### config.mk
export PLATFORM = sky130hd
export DESIGN_NAME = regfile_fifo_ctrl
export DESIGN_NICKNAME = d
export VERILOG_FILES = /design/src/rtl/regfile_fifo_ctrl.sv
export SDC_FILE = /design/constraint.sdc
export NUM_CORES = 1
export LEC_CHECK = 0
export CAP_MARGIN = 30
export CORE_ASPECT_RATIO = 0.8
export CORE_MARGIN = 8
export CORE_UTILIZATION = 38
export CTS_CLUSTER_SIZE = 10
export DETAILED_ROUTE_END_ITERATION = 16
export PLACE_DENSITY = 0.86
export SYNTH_ARGS = -nofsm -noshare
export SYNTH_HDL_FRONTEND = slang
export SYNTH_SLANG_ARGS = --single-unit
### constraint.sdc
create_clock -name Clk -period 3.23 [get_ports Clk]
set_input_delay 0.4845 -clock Clk [delete_from_list [all_inputs] [get_ports Clk]]
set_output_delay 0.4845 -clock Clk [all_outputs]
set_load 0.1 [all_outputs]
### src/rtl/regfile_fifo_ctrl.sv
`default_nettype none
// ============================================================================
// Module   : regfile_fifo_ctrl
// Brief    : FIFO controller over an external register file with a 3-state
//            (IDLE/READ/CAPTURE) registered read path.
// Revision : 1.0
// ============================================================================
module regfile_fifo_ctrl #(
    parameter int D_WIDTH = 32,
    parameter int A_WIDTH = 2
) (
    input  logic               Clk,
    input  logic               Rst,
    input  logic               Push,
    input  logic [D_WIDTH-1:0] Push_Data,
    output logic               Full,
    input  logic               Pop,
    output logic               Pop_Ready,
    output logic [D_WIDTH-1:0] Pop_Data,
    output logic               Pop_Valid,
    output logic               Empty,
    output logic [A_WIDTH:0]   Count,
    output logic               Overflow,
    output logic               Underflow,
    output logic [A_WIDTH-1:0] RF_W_Addr,
    output logic               RF_W_en,
    output logic [D_WIDTH-1:0] RF_W_Data,
    output logic [A_WIDTH-1:0] RF_R_Addr,
    output logic               RF_R_en,
    input  logic [D_WIDTH-1:0] RF_R_Data
);

    localparam logic [A_WIDTH:0]   c_DEPTH   = {1'b1, {A_WIDTH{1'b0}}};
    localparam logic [A_WIDTH:0]   c_CNT_ONE = (A_WIDTH+1)'(1);
    localparam logic [A_WIDTH-1:0] c_PTR_ONE = A_WIDTH'(1);

    typedef enum logic [1:0] {
        S_IDLE    = 2'd0,
        S_READ    = 2'd1,
        S_CAPTURE = 2'd2
    } state_t;

    state_t               r_state;
    state_t               w_state_nxt;
    logic [A_WIDTH-1:0]   r_wr_ptr;
    logic [A_WIDTH-1:0]   r_rd_ptr;
    logic [A_WIDTH:0]     r_count;
    logic [D_WIDTH-1:0]   r_pop_data;
    logic                 r_pop_valid;
    logic                 r_overflow;
    logic                 r_underflow;

    logic                 w_full;
    logic                 w_empty;
    logic                 w_idle;
    logic                 w_pop_ready;
    logic                 w_wr_en;
    logic                 w_capture;

    // Status flags derive only from registered count/state.
    assign w_full      = (r_count == c_DEPTH);
    assign w_empty     = (r_count == '0);
    assign w_idle      = (r_state == S_IDLE);
    assign w_pop_ready = w_idle & ~w_empty;
    assign w_capture   = (r_state == S_CAPTURE);
    // Rst gates the write strobe so nothing reaches the register file in reset.
    assign w_wr_en     = Push & ~w_full & ~Rst;

    always_comb begin
        w_state_nxt = r_state;
        case (r_state)
            S_IDLE:    if (Pop && w_pop_ready) w_state_nxt = S_READ;
            S_READ:    w_state_nxt = S_CAPTURE;
            S_CAPTURE: w_state_nxt = S_IDLE;
            default:   w_state_nxt = S_IDLE;
        endcase
    end

    always_ff @(posedge Clk or posedge Rst) begin
        if (Rst) begin
            r_state     <= S_IDLE;
            r_wr_ptr    <= '0;
            r_rd_ptr    <= '0;
            r_count     <= '0;
            r_pop_data  <= '0;
            r_pop_valid <= 1'b0;
            r_overflow  <= 1'b0;
            r_underflow <= 1'b0;
        end else begin
            r_state <= w_state_nxt;
            if (w_wr_en) begin
                r_wr_ptr <= r_wr_ptr + c_PTR_ONE;
            end
            // The entry being read stays counted until captured, so the
            // write pointer can never land on rd_ptr mid-read.
            if (w_capture) begin
                r_rd_ptr   <= r_rd_ptr + c_PTR_ONE;
                r_pop_data <= RF_R_Data;
            end
            case ({w_wr_en, w_capture})
                2'b10:   r_count <= r_count + c_CNT_ONE;
                2'b01:   r_count <= r_count - c_CNT_ONE;
                default: r_count <= r_count;
            endcase
            r_pop_valid <= w_capture;
            r_overflow  <= Push & w_full;
            r_underflow <= Pop & w_empty & w_idle;
        end
    end

    assign Full      = w_full;
    assign Empty     = w_empty;
    assign Pop_Ready = w_pop_ready;
    assign Count     = r_count;
    assign Pop_Data  = r_pop_data;
    assign Pop_Valid = r_pop_valid;
    assign Overflow  = r_overflow;
    assign Underflow = r_underflow;
    assign RF_W_en   = w_wr_en;
    assign RF_W_Addr = r_wr_ptr;
    assign RF_W_Data = Push_Data;
    assign RF_R_en   = ~w_idle;
    assign RF_R_Addr = r_rd_ptr;

endmodule
`default_nettype wire

==> results.yml, run 1 <==
clock_network:
  cts_resized: 0
  clk_pin_slew_ns: 0.08
  post_cts_buffers: 0
  cts_sinks: 44
  clock_path_buffers: 2
  clk_latency_ns: 0.28
  cts_hold_buf: 0
  cts_htree_levels: 2
  cts_tree: "yes"
  cts_made_buffers: 5
  clockRootBuffer: "clkbuf_8"
worst_setup_path:
  crit_family: "buffers and inverters"
  slowest_delay_ns: 1.16
  cp.depth: 1
  cp_cell_sequence: "clkdlybuf4s50_1"
  worst_setup_path_end_kind: "output pin"
  cp-start-kind: "flop"
  crit_required_ns: 2.75
  slowest_stage: "clkdlybuf4s50_1"
  crit_path_max_fanout: 2
  crit_type: "reg2out"
  arrival_ns: 1.81
  path_buf_inv: 1
  reg2reg_depth: 9
detailed_routing:
  dr.first_iter.drc_count: 10
  num_vias: 1205
  routed_wl_mm: 4.23
  drtAntennaViolNets: 0
  first_pass_iters: 3
  drc_errors: 0
  routed_via_density: 4.37
  avgRoutedWirePerCell_microns: 15.3
placement:
  gp_congestion: 0.693
  io_buffers: 82
  dp_hpwl_mm: 3.19
timing:
  fin_worst_skew_ns: 0.00580
  worstMarginPinSlew_ns: 0.991
  setup_viol: 0
  post-route-period-util_pct: 71.1
  rsz0062_at_grt: "false"
  finalSetupTns_ns: 0
  hold_slack_ns: 0.454
  slew_violations: 0
  max_slew_margin_pct: 33.7
  period_minus_slack_ns: 2.30
  hold_violations: 0
  fmax_mhz: 436
final_layout:
  area_growth_syn_to_layout_pct: 33.8
  num_antenna_cells: 0
  final_common_cell: "clkdlybuf4s50_1"
  final_cell_mix: "clkdlybuf4s50_1, dfrtp_1, mux2_4"
  final_nets: 267
  nFillCells: 458
  drive_gt1_share_pct: 32.3
floorplan:
  core.rowCount: 24
  die_area_sq_mm: 0.00825
  die_w_microns: 99.6
  core_sq_mm: 0.00544
  io_pins: 147
  fp.dieH_microns: 82.8
  initial_utilization_pct: 39.0
yosys:
  ys_warn_count: 0
  synth.ff_latch_count: 44
  synthesis.nets: 213
  ys_seq_area_share_pct: 51.9
  netlist_area_sq_mm: 0.00212
  synth_cells: 143
  synth_cell_types: 21
  postSynthAreaPerCell_sq_um: 14.8
global_route:
  grt_overflow: 0
  grt_pass1_wl_mm: 6.85
  grt_max_degree: 45
  antenna_found_initial: 0
  top_usage_layer: "met2"
  grt_util_met2_pct: 13.7
  use_met1_pct: 13.5
  grt_pass1_vias: 1317
  met3_usage_pct: 5.50
  grtUsageTotal_pct: 10.2
run:
  cap_violations: 0
worst_hold_path:
  hold_depth: 1
  hold_path.class: "reg2reg"
status:
  outcome: "finished clean"
## cells in the mapped netlist
cell type | instances | area (sq um)
dfrtp_1 | 44 | 1100
buf_4 | 32 | 240
mux2_4 | 27 | 405
inv_1 | 6 | 22.5
mux2_2 | 5 | 56.3
xor2_1 | 5 | 43.8
nor2_1 | 4 | 15.0
buf_12 | 3 | 60.1
nand2_1 | 3 | 11.3
nor3b_4 | 2 | 37.5
xnor2_1 | 2 | 17.5
and2_1 | 1 | 6.26
and3_1 | 1 | 6.26
buf_6 | 1 | 11.3
fa_1 | 1 | 20.0
ha_1 | 1 | 12.5
nor2b_1 | 1 | 6.26
nor2b_4 | 1 | 13.8
nor3_1 | 1 | 5.00
nor4bb_4 | 1 | 25.0
o21ai_0 | 1 | 5.00
## layout make-up
type	count	area, sq um	share of cell area (%)
inverters	6	22.5	0.793
clock buffers	6	72.6	2.56
clock inverters	2	35.0	1.23
multi-input cells	57	703	24.8
flip-flops and latches	44	1110	39.2
well taps	78	97.6	3.44
repair buffers	83	796	28.0
## metal layers
layer  vias up  part of all wire (%)
li1        544                     -
met1       583                    47
met2        68                    41
met3        10                    11
met4         0                  0.85
met5         -                     0
## worst paths after layout
kind                             start  slack [ns]           to
min in group asynchronous          Rst        0.88     Count[0]
setup reg to reg              Count[0]        1.14     Count[2]
setup / recovery           Pop_Data[8]        0.93  Pop_Data[8]
max in group asynchronous          Rst        1.70     Count[2]
hold / removal              r_state[1]        0.45   r_state[1]
hold reg to reg             r_state[1]        0.45   r_state[1]
## stage by stage
step	util, %	instances	cell area [sq um]	setup slack (ns)
after global routing	52.2	276	2840	0.872
after floorplan	-	143	2150	0.0176
after detailed placement	50.3	268	2730	0.889
after CTS	52.2	276	2840	0.914
final	52.2	276	2840	0.934
after global placement	50.3	268	2730	0.966
## logic make-up (layout without fill, tap and decap cells)
group | after synthesis | in the layout | share of synthesized area, %
adder cells (fa/ha/maj) | 2 | 2 | 1.53
XOR/XNOR | 7 | 7 | 2.89
AND/OR/NAND/NOR | 15 | 15 | 5.96
buffers and inverters | 42 | 97 | 15.7
AO/OA/AOI/OAI | 1 | 1 | 0.236
flip-flops | 44 | 44 | 51.9
multiplexers | 32 | 32 | 21.8
## registers in the layout, summed over array words and instances, names as in the netlist
signal and cells:
Count 3, Overflow 1, Pop_Data 32, Pop_Valid 1
RF_R_Addr 2, RF_W_Addr 2, Underflow 1, r_state 2
Power of run 1 is left out: the tool's default activity adds up to more than one toggle a clock period on the data nets, which glitch-free logic cannot reach.
==> inputs of run 2 (changes only) <==
--- a/config.mk
+++ b/config.mk
@@ -8,10 +8,10 @@
 export CAP_MARGIN = 30
 export CORE_ASPECT_RATIO = 0.8
 export CORE_MARGIN = 8
-export CORE_UTILIZATION = 38
+export CORE_UTILIZATION = 35
 export CTS_CLUSTER_SIZE = 10
 export DETAILED_ROUTE_END_ITERATION = 16
-export PLACE_DENSITY = 0.86
+export PLACE_DENSITY = 0.8
 export SYNTH_ARGS = -nofsm -noshare
 export SYNTH_HDL_FRONTEND = slang
 export SYNTH_SLANG_ARGS = --single-unit
==> constraint.sdc (replaced) <==
create_clock -name Clk -period 2.3 [get_ports Clk]
set_input_delay 0.345 -clock Clk [delete_from_list [all_inputs] [get_ports Clk]]
set_output_delay 0.345 -clock Clk [all_outputs]
set_load 0.1 [all_outputs]
==> run 2 against run 1 <==
  * Setup slack worse by 0.62 ns
  * Design area barely moved
  * Global-route usage increased by 0.30 points
  * Worst hold slack better by 0.0055 ns
  * Utilization decreased by 4.0 points
  * Via count rose by 3.2%
  * Register-to-register slack got worse by 0.83 ns
  * Clock skew is 0.0023 ns higher
  * Final cell count is 2.5% higher
==> results.yml, run 2 (synthesized netlist as in run 1, its figures left out) <==
worst_setup_path:
  crit-reg2reg-launch: "Count[0]"
  cp-start-kind: "flop"
  arrival_ns: 2.21
  path_buf_inv: 2
  crit_required_ns: 2.52
  cp-startpoint: "Count[0]"
  crit_path_max_fanout: 5
  cp_cell_sequence: "nor3b_4 > nor3b_4 > inv_1 > ha_2 > inv_2 > fa_2 > xor2_1 > nor2_1 > xor2_1"
  rrSetupSlack_ns: 0.31
  crit_type: "reg2reg"
  reg2reg_depth: 9
  slowest_stage: "dfrtp_4"
  critPathCapture: "Count[2]"
  r2r_end: "Count[2]"
  slowest_delay_ns: 0.53
  cp.depth: 9
  worst_setup_path_end_kind: "flop"
  crit_family: "flip-flops"
detailed_routing:
  avgRoutedWirePerCell_microns: 16.2
  first_pass_iters: 2
  routed_via_density: 4.39
  dr.first_iter.drc_count: 19
  routed_wl_mm: 4.58
  drtAntennaViolNets: 0
  num_vias: 1243
  drc_errors: 0
floorplan:
  io_pins: 147
  core_sq_mm: 0.00588
  die_area_sq_mm: 0.00883
  core.rowCount: 25
  fp.dieH_microns: 85.6
  initial_utilization_pct: 36.1
  die_w_microns: 103
final_layout:
  final_cell_mix: "buf_4, dfrtp_1, clkdlybuf4s50_1"
  nFillCells: 543
  final_nets: 271
  drive_gt1_share_pct: 51.0
  num_antenna_cells: 0
  final_common_cell: "buf_4"
  largest_register_ffs: 32
  area_growth_syn_to_layout_pct: 33.7
timing:
  post-route-period-util_pct: 86.4
  fin_worst_skew_ns: 0.00806
  period_minus_slack_ns: 1.99
  max_slew_margin_pct: 58.6
  hold_slack_ns: 0.460
  rsz0062_at_grt: "false"
  hold_violations: 0
  finalSetupTns_ns: 0
  fmax_mhz: 503
  slew_violations: 0
  worstMarginPinSlew_ns: 0.621
  setup_viol: 0
clock_network:
  cts_made_buffers: 5
  cts_htree_levels: 2
  cts_hold_buf: 0
  clk_pin_slew_ns: 0.08
  clockRootBuffer: "clkbuf_8"
  clock_path_buffers: 2
  clk_latency_ns: 0.29
  cts_sinks: 44
  cts_tree: "yes"
  post_cts_buffers: 0
  cts_resized: 0
status:
  outcome: "finished clean"
global_route:
  grt_pass1_vias: 1378
  grt_max_degree: 36
  antenna_found_initial: 0
  grtUsageTotal_pct: 10.5
  grt_pass1_wl_mm: 7.16
  grt_overflow: 0
worst_hold_path:
  hold_path.class: "reg2reg"
placement:
  io_buffers: 82
  gp_congestion: 0.745
  dp_hpwl_mm: 3.40
run:
  cap_violations: 0
==> run 2: worst register-to-register path, delay by kind of cell, from the launching register on <==
family,cells,cell delay (ns)
buf+inv,2,0.10
fa+ha+maj,2,0.50
flops,1,0.53
xor+xnor,2,0.31
simple gates,3,0.48
==> run 2: how the worst min path moves through the flow <==
| stage | from | end | slack, ns | cells past startpoint |
|---|---|---|---|---|
| floorplan | r_state[1] | r_state[1] | 0.43 | 1 |
| CTS | r_state[1] | r_state[1] | 0.46 | 1 |
| global route | r_state[1] | r_state[1] | 0.50 | 1 |
| global placement | r_state[1] | r_state[1] | 0.44 | 1 |
| finish | r_state[1] | r_state[1] | 0.46 | 1 |
| detailed placement | r_state[1] | r_state[1] | 0.45 | 1 |
==> run 2: cell type report <==
class | count | area, sq um | area share (%)
Clock buffer | 6 | 72.6 | 2.56
Clock inverter | 2 | 35.0 | 1.23
Inverter | 6 | 22.5 | 0.794
Multi-Input combinational cell | 57 | 703 | 24.8
Sequential cell | 44 | 1110 | 39.2
Tap cell | 81 | 101 | 3.57
Timing Repair Buffer | 87 | 791 | 27.9
==> run 2: metal layers <==
metal	GRT usage (%)	share of wire (%)	routed length, microns	vias up
li1	-	-	-	548
met1	13.3	44	2020	596
met2	14.9	42	1920	81
met3	4.94	12	545	18
met4	4.59	1.9	89	0
met5	0	0	0	-
==> run 2: metrics by stage <==
step	cell area (sq um)	utilization [%]	instances	worst slack, ns
2_1_floorplan	2150	-	143	-0.909
3_3_place_gp	2730	46.4	275	0.275
3_5_place_dp	2730	46.4	275	0.214
4_1_cts	2840	48.3	283	0.276
5_1_grt	2840	48.3	283	0.183
6_report	2840	48.3	283	0.312
Power of run 2 is left out for the same reason.
